[config.mk]
export PLATFORM = sky130hd
export DESIGN_NAME = alu_response_monitor_flat
export DESIGN_NICKNAME = d
export VERILOG_FILES = /design/src/rtl/alu_response_monitor_if.sv /design/src/rtl/alu_response_monitor.sv /design/src/flat_wrapper.sv
export SDC_FILE = /design/constraint.sdc
export NUM_CORES = 1
export LEC_CHECK = 0
export BUFFER_PORTS_ARGS = -buffer_cell sky130_fd_sc_hd__buf_2
export CAP_MARGIN = 20
export CORE_ASPECT_RATIO = 0.6
export CORE_MARGIN = 5
export CORE_UTILIZATION = 49
export DETAILED_ROUTE_END_ITERATION = 16
export GPL_ROUTABILITY_DRIVEN = 0
export PLACE_DENSITY_LB_ADDON = 0.05
export SLEW_MARGIN = 20
export SYNTH_ARGS = -nofsm -noshare
export SYNTH_HDL_FRONTEND = slang
export SYNTH_SLANG_ARGS = --single-unit
[constraint.sdc]
create_clock -name clk -period 2.7 [get_ports clk]
set_input_delay 0.27 -clock clk [delete_from_list [all_inputs] [get_ports clk]]
set_output_delay 0.27 -clock clk [all_outputs]
set_load 0.02 [all_outputs]
[src/rtl/alu_response_monitor_if.sv]
// Bus bundle between the ALU output side and the response monitor.
//
// Handshake: `sample` is a one-cycle strobe with no backpressure. The monitor
// accepts the current w/zer/neg on a rising clk edge when sample=1, the monitor
// is running and start=0; in every other case the strobe is simply ignored.
// start is a one-cycle command that (re)opens a run window.
interface alu_response_monitor_if #(
  parameter int WIDTH = 16
);
  logic             start;
  logic             sample;
  logic [WIDTH-1:0] w;
  logic             zer;
  logic             neg;
  logic             busy;
  logic             done;
  logic [WIDTH-1:0] signature;
  logic [15:0]      sample_count;
  logic [15:0]      zero_count;
  logic [15:0]      neg_count;
  logic [15:0]      err_count;
  logic [15:0]      first_err_idx;
  logic [1:0]       dbg_state;

  modport master (
    output start, sample, w, zer, neg,
    input  busy, done, signature, sample_count, zero_count, neg_count,
           err_count, first_err_idx, dbg_state
  );

  modport slave (
    input  start, sample, w, zer, neg,
    output busy, done, signature, sample_count, zero_count, neg_count,
           err_count, first_err_idx, dbg_state
  );
endinterface

[src/rtl/alu_response_monitor.sv]
// ALU response monitor: checks zer/neg flags against w for each strobed sample,
// compresses results into a MISR signature and keeps saturating tallies over a
// run window of N_SAMPLES accepted samples.
module alu_response_monitor #(
  parameter int               WIDTH     = 16,
  parameter logic [15:0]      N_SAMPLES = 16'd1000,
  parameter logic [WIDTH-1:0] POLY      = 16'h100B,
  parameter logic [WIDTH-1:0] SEED      = 16'h0000
) (
  input  logic                  clk,
  input  logic                  rst,
  alu_response_monitor_if.slave bus
);

  typedef enum logic [1:0] {
    ST_IDLE = 2'd0,
    ST_RUN  = 2'd1,
    ST_DONE = 2'd2
  } state_t;

  state_t           r_state;
  state_t           w_next_state;
  logic [WIDTH-1:0] r_signature;
  logic [15:0]      r_sample_count;
  logic [15:0]      r_zero_count;
  logic [15:0]      r_neg_count;
  logic [15:0]      r_err_count;
  logic [15:0]      r_first_err_idx;

  logic             w_accept;
  logic             w_last;
  logic             w_err;
  logic [WIDTH-1:0] w_data;
  logic [WIDTH-1:0] w_misr_next;

  function automatic logic [15:0] sat_inc(input logic [15:0] v, input logic en);
    return (en && (v != 16'hFFFF)) ? v + 16'd1 : v;
  endfunction

  // start wins over a coincident strobe, so that sample is dropped.
  assign w_accept = bus.sample && (r_state == ST_RUN) && !bus.start;
  assign w_last   = w_accept && (r_sample_count == N_SAMPLES - 16'd1);

  // One error per sample, however many flags disagree with w.
  assign w_err = (bus.zer != (bus.w == '0)) || (bus.neg != bus.w[WIDTH-1]);

  // Flags folded into the two LSBs so a flag-only fault still moves the signature.
  assign w_data      = bus.w ^ {{(WIDTH-2){1'b0}}, bus.zer, bus.neg};
  assign w_misr_next = {r_signature[WIDTH-2:0], 1'b0}
                     ^ (r_signature[WIDTH-1] ? POLY : '0)
                     ^ w_data;

  // State register.
  always_ff @(posedge clk or posedge rst) begin
    if (rst) r_state <= ST_IDLE;
    else     r_state <= w_next_state;
  end

  // Next-state logic.
  always_comb begin
    w_next_state = r_state;
    case (r_state)
      ST_IDLE: if (bus.start) w_next_state = ST_RUN;
      ST_RUN: begin
        if (bus.start)   w_next_state = ST_RUN;
        else if (w_last) w_next_state = ST_DONE;
      end
      ST_DONE: if (bus.start) w_next_state = ST_RUN;
      default: w_next_state = ST_IDLE;
    endcase
  end

  // Signature and tallies: cleared on start, updated on each accepted sample.
  always_ff @(posedge clk or posedge rst) begin
    if (rst) begin
      r_signature     <= SEED;
      r_sample_count  <= 16'd0;
      r_zero_count    <= 16'd0;
      r_neg_count     <= 16'd0;
      r_err_count     <= 16'd0;
      r_first_err_idx <= 16'hFFFF;
    end else if (bus.start) begin
      r_signature     <= SEED;
      r_sample_count  <= 16'd0;
      r_zero_count    <= 16'd0;
      r_neg_count     <= 16'd0;
      r_err_count     <= 16'd0;
      r_first_err_idx <= 16'hFFFF;
    end else if (w_accept) begin
      r_signature    <= w_misr_next;
      r_sample_count <= sat_inc(r_sample_count, 1'b1);
      r_zero_count   <= sat_inc(r_zero_count, bus.zer);
      r_neg_count    <= sat_inc(r_neg_count, bus.neg);
      r_err_count    <= sat_inc(r_err_count, w_err);
      if (w_err && (r_first_err_idx == 16'hFFFF)) r_first_err_idx <= r_sample_count;
    end
  end

  assign bus.busy          = (r_state == ST_RUN);
  assign bus.done          = (r_state == ST_DONE);
  assign bus.signature     = r_signature;
  assign bus.sample_count  = r_sample_count;
  assign bus.zero_count    = r_zero_count;
  assign bus.neg_count     = r_neg_count;
  assign bus.err_count     = r_err_count;
  assign bus.first_err_idx = r_first_err_idx;
  assign bus.dbg_state     = r_state;

endmodule

[src/flat_wrapper.sv]
// flat-port wrapper written by rule: the top's interface ports become plain ports
module alu_response_monitor_flat 
#(
  parameter int               WIDTH     = 16,
  parameter logic [15:0]      N_SAMPLES = 16'd1000,
  parameter logic [WIDTH-1:0] POLY      = 16'h100B,
  parameter logic [WIDTH-1:0] SEED      = 16'h0000
)
  (clk, rst, bus_start, bus_sample, bus_w, bus_zer, bus_neg, bus_busy, bus_done, bus_signature, bus_sample_count, bus_zero_count, bus_neg_count, bus_err_count, bus_first_err_idx, bus_dbg_state);
  alu_response_monitor_if #(.WIDTH(WIDTH)) bus_i ();
  input  logic clk;
  input  logic rst;
  input wire logic [$bits(bus_i.start)-1:0] bus_start;
  input wire logic [$bits(bus_i.sample)-1:0] bus_sample;
  input wire logic [$bits(bus_i.w)-1:0] bus_w;
  input wire logic [$bits(bus_i.zer)-1:0] bus_zer;
  input wire logic [$bits(bus_i.neg)-1:0] bus_neg;
  output wire logic [$bits(bus_i.busy)-1:0] bus_busy;
  output wire logic [$bits(bus_i.done)-1:0] bus_done;
  output wire logic [$bits(bus_i.signature)-1:0] bus_signature;
  output wire logic [$bits(bus_i.sample_count)-1:0] bus_sample_count;
  output wire logic [$bits(bus_i.zero_count)-1:0] bus_zero_count;
  output wire logic [$bits(bus_i.neg_count)-1:0] bus_neg_count;
  output wire logic [$bits(bus_i.err_count)-1:0] bus_err_count;
  output wire logic [$bits(bus_i.first_err_idx)-1:0] bus_first_err_idx;
  output wire logic [$bits(bus_i.dbg_state)-1:0] bus_dbg_state;
  assign bus_i.start = bus_start;
  assign bus_i.sample = bus_sample;
  assign bus_i.w = bus_w;
  assign bus_i.zer = bus_zer;
  assign bus_i.neg = bus_neg;
  assign bus_busy = bus_i.busy;
  assign bus_done = bus_i.done;
  assign bus_signature = bus_i.signature;
  assign bus_sample_count = bus_i.sample_count;
  assign bus_zero_count = bus_i.zero_count;
  assign bus_neg_count = bus_i.neg_count;
  assign bus_err_count = bus_i.err_count;
  assign bus_first_err_idx = bus_i.first_err_idx;
  assign bus_dbg_state = bus_i.dbg_state;
  alu_response_monitor #(.WIDTH(WIDTH), .N_SAMPLES(N_SAMPLES), .POLY(POLY), .SEED(SEED)) u_core (.clk(clk), .rst(rst), .bus(bus_i));
endmodule
Word-level counts from Yosys, hierarchy flattened. Index checks and enable logic that the tools add are counted.

$add $sub $neg: 4. Eq/ne operators: 12. Muxes and demuxes: 22. Bitwise logic cells: 3. Reductions and logical operators: 24.

Operators by type and width (count): two-way mux 16 bit (17); adder 16 x 1 -> 16 bit, second input constant (4); inequality test 16 bit, second input constant (4); bitwise XOR 16 bit (2); equality test 16 x 10 -> 1 bit, second input constant (1); equality test 16 bit, second input constant (1); logical NOT 16 bit (1); bitwise XOR 16 x 2 -> 16 bit (1); two-way mux 13 bit (1); AND reduction 2 bit (6); nonzero test 2 bit (6); logical AND 1 bit (7); two-way mux 2 bit (3); case mux 2 bit (2 select lines) (1); inequality test 3 x 2 -> 1 bit, second input constant (1); equality test 2 x 1 -> 1 bit, second input constant (1); equality test 2 bit, second input constant (1); logical NOT 2 bit (1); inequality test 1 bit (2); inequality test 2 x 1 -> 1 bit, second input constant (1); OR reduction 2 bit (1); logical NOT 1 bit (1); logical OR 1 bit (1).

Flip-flop bits (word level): 98. Bits of input ports: 22. Output and inout port bits: 100. Logic and storage cells: 72.

Longest topological paths before layout.
Depth after elaboration: 7. Gate-level depth with buffers: 8. Depth with buffers taken out: 6.

Worst setup path after synthesis. OpenSTA, ideal clock, no wires.

Kind: reg2reg. From: register u_core.r_first_err_idx[11] (netlist: u_core.bus.first_err_idx[11]). To: register u_core.r_first_err_idx[0] (netlist: u_core.bus.first_err_idx[0]). Arrival: 1961 ps. Required time: 2623 ps. Slack: 662 ps. Cell stages (with the launch flop): 6. Cells stage by stage: dfstp_2 -> nand4_1 -> nor4_1 -> clkbuf_1 -> nand4b_1 -> a21o_1.

Cells in the longest elaborated chain, start to end: 4.

Ends and longest elaborated chain: from (decl) (line alu_response_monitor.sv:28) `logic [15:0] r_first_err_idx;`; from (signal assigned) (line alu_response_monitor.sv:95) `if (w_err && (r_first_err_idx == 16'hFFFF)) r_first_err_idx <= r_sample_count;`; equality test 16 bit (line alu_response_monitor.sv:95); logical AND 1 bit (line alu_response_monitor.sv:95); nonzero test 2 bit (no source line); AND reduction 2 bit (no source line).

No other way between the ends. A chain may end at the register's enable or synchronous reset.

Worst setup path in the final report.
From: register u_core.r_err_count[1] (netlist: u_core.bus.err_count[1]). To: register u_core.r_err_count[4] (netlist: u_core.bus.err_count[4]).

Cells in the longest elaborated chain, start to end: 4. Elaborated cells between the ends (all ways): 8. Those cells by class: add/sub: 1; eq/ne: 1; mux: 3; reduce/logical: 3.

Ends and longest elaborated chain: from (decl) (line alu_response_monitor.sv:27) `logic [15:0] r_err_count;`; from (signal assigned) (line alu_response_monitor.sv:94) `r_err_count <= sat_inc(r_err_count, w_err);`; adder 16 x 1 -> 16 bit / inequality test 16 bit (equally long branches) (line alu_response_monitor.sv:37) `return (en && (v != 16'hFFFF)) ? v + 16'd1 : v;`; two-way mux 16 bit / logical AND 1 bit (equally long branches) (line alu_response_monitor.sv:37); two-way mux 16 bit / nonzero test 2 bit (equally long branches); two-way mux 16 bit / AND reduction 2 bit (equally long branches).

Parallel ways exist; a longest one is shown, timed or not. The select of a mux whose other input is x is not followed.

==> run summary <==
sequential fraction of the synthesis area - 47.5%
final wirelength - 13600 um
fin. max-slew vios - 0
Hold Crit Class - in -> async
EDFF count, synth - 0
Mapped Area - 0.00520 mm^2
RSZ-0062 raised after global routing - false
first-pass GRT wire length - 22800 um
IR drop worst, VDD - 414 uV
# setup viols final - 0
arrival time worst endpoint - 2.36 ns
synthesis-stage register bit count - 98
initial core utilization - 49.6%
final period utilization - 79.3%
Rows - 29
CTS Sinks - 98
DRC - 0
CTS H-tree depth - 3
fraction of layout cells with a size suffix above 1 - 26.1%
CP Class - reg -> reg
Synth area leaders - dfrtp_1 (39%), xnor2_1 (9.6%), dfstp_2 (8.1%)
Cells after Synth - 538
setup TNS - 0 ns
DP HPWL - 9680 um
cts repair resizes - 0
non-filler instance count after layout - 801
placed cells - 785
final core utilization - 60.2%
CTS tree - yes
most common cell after layout, fill and taps aside - buf_2
syn_area_per_cell - 9.67 um^2
status - finished, final reports clean
root buf cell - clkbuf_16
clock power share - 34.0%
maxcap violations - 0
switch share - 30.2%
dpl cell area - 0.00599 mm^2
synth-to-layout area growth - 21.4%
commonest non-fill, non-tap cells in the layout - buf_2 (121), dfrtp_1 (82), nor2_1 (63)
Core Area - 0.0105 mm^2
Die ar. - 0.0128 mm^2
syn_nets - 564
Flop pwr share - 42.8%
vias in the first global route - 4311
worst slew pin tran - 0.781 ns
CTS clk-pin slew, worst paths - 0.06 ns
# IOs - 122
clock skew - 0.00607 ns
Via density - 5.76
Tmin final - 2.14 ns
die width - 143 um
Port Buffers - 121
All-Layer GR Usage - 21.7%
WP data required - 2.92 ns
largest net degree at the start of global routing - 56
Ys Warns - 0
Comb power frac - 23.2%
ant diodes - 0
post-route cell area - 0.00631 mm^2
CTS Buffer Depth - 2
CP startpoint kind - flip-flop
Max-slew headroom - 47.8%
antenna-violating nets left - 0
Final Hold Viols - 0
Pwr Density - 650 mW/mm^2
Die Span Y - 89.8 um
total power - 4100 uW
Post-synth ARST share - 100%
Critical Path Fanout Max - 10
post-synth top area cell - dfrtp_1
leakage power - 0.00268 uW
hold buffers post-CTS - 0
Netlist cell types - 47
initial antenna violation count - 0
post-DR wirelength/cell - 16.9 um
router iterations before antenna repair - 5
CTS Buf Count - 9
Layout Nets - 683
Worst Setup End Kind - flip-flop
gr ovfl total - 0
internal power - 2860 uW
Worst-Skew Late Latency - 0.34 ns
vias - 4616
net load switching power - 1240 uW
maximum operating frequency - 467 MHz
main flop type after synthesis - dfrtp_1
post-CTS setup buffers - 0
area share of the largest cell type after synthesis - 39.4%
1st-iter DRT viols - 329
[sequential cells by signal (all words and copies together) (netlist names)]
register	count
u_core.bus.first_err_idx	16
u_core.bus.neg_count	16
u_core.bus.sample_count	16
u_core.bus.dbg_state	2
u_core.bus.err_count	16
u_core.bus.zero_count	16
u_core.bus.signature	16
[logic make-up after synthesis]
logic type	count (synthesis)	synth area share, %
AOI/OAI and AO/OA	84	10.5
and+or+nand+nor	253	27.0
muxes	5	1.11
DFF	98	47.5
adders and majority gates	4	0.962
xor gates and xnor gates	59	9.93
buffers and inverters	35	3.05
[layer usage]
layer / share of wire (%) / vias up / global-route usage [%]
met2: 43 / 163 / 30.3
met5: 0 / - / 0
met4: 0.77 / 0 / 4.83
met3: 7.3 / 9 / 5.57
met1: 49 / 2227 / 33.5
li1: - / 2217 / -
[metrics by stage]
stage / hold slack, ns / setup slack (ns)
floorplan: 0.468 / 0.662
global placement: 0.447 / 0.535
detailed placement: 0.456 / 0.512
CTS: 0.0868 / 0.574
global route: 0.134 / 0.434
finish: 0.0696 / 0.558
[synth_stat cells, types with 6 or more instances]
cell,n
dfstp_2,16
inv_1,6
or3_1,8
xnor2_1,57
clkbuf_1,16
a211oi_1,14
dfrtp_1,82
o31ai_1,12
nand4b_1,13
nor4_1,23
nand3_1,28
o21ai_0,7
nor3_1,17
and3_1,7
a21o_1,16
nand2_1,29
nand4_1,21
or4_1,12
a21oi_1,27
nor2_1,63
and4_1,8
[power by group through the flow]
stage	logic (uW)	registers [uW]	clock network, uW
after floorplan	495	1910	0
after global placement	943	1780	0
after detailed placement	960	1780	0
after CTS	963	1750	1440
after global routing	1040	1780	1490
final	952	1760	1390
[critical path, stage by stage (launching register included)]
cell	delay, ns
dfrtp_1	0.47
ha_1	0.27
nand4_1	0.11
or4_1	0.44
nand2_1	0.28
nor3_1	0.11
mux2_1	0.33
[path summary, 6_finish.rpt]
path	from	endpoint	slack, ns	cells past startpoint
max	u_core.bus.err_count[1]	u_core.bus.err_count[4]	0.56	6
min	rst	u_core.bus.neg_count[4]	0.07	2
max reg2reg	u_core.bus.err_count[1]	u_core.bus.err_count[4]	0.56	6
min reg2reg	u_core.bus.first_err_idx[10]	u_core.bus.first_err_idx[10]	0.52	1
max in group asynchronous	rst	u_core.bus.signature[6]	1.82	3
min in group clk	bus_w[14]	u_core.bus.signature[14]	0.25	3
[layout make-up]
cell class                 instances  area [um^2]
fill                             915         4170
multi-input combinational        405         2580
sequential                        98         2470
timing repair buffer             137          738
clock buffer                      14          264
tap                              139          174
clock inverter                     2         60.1
inverter                           6         26.3
(Power assumes the default switching activity.)
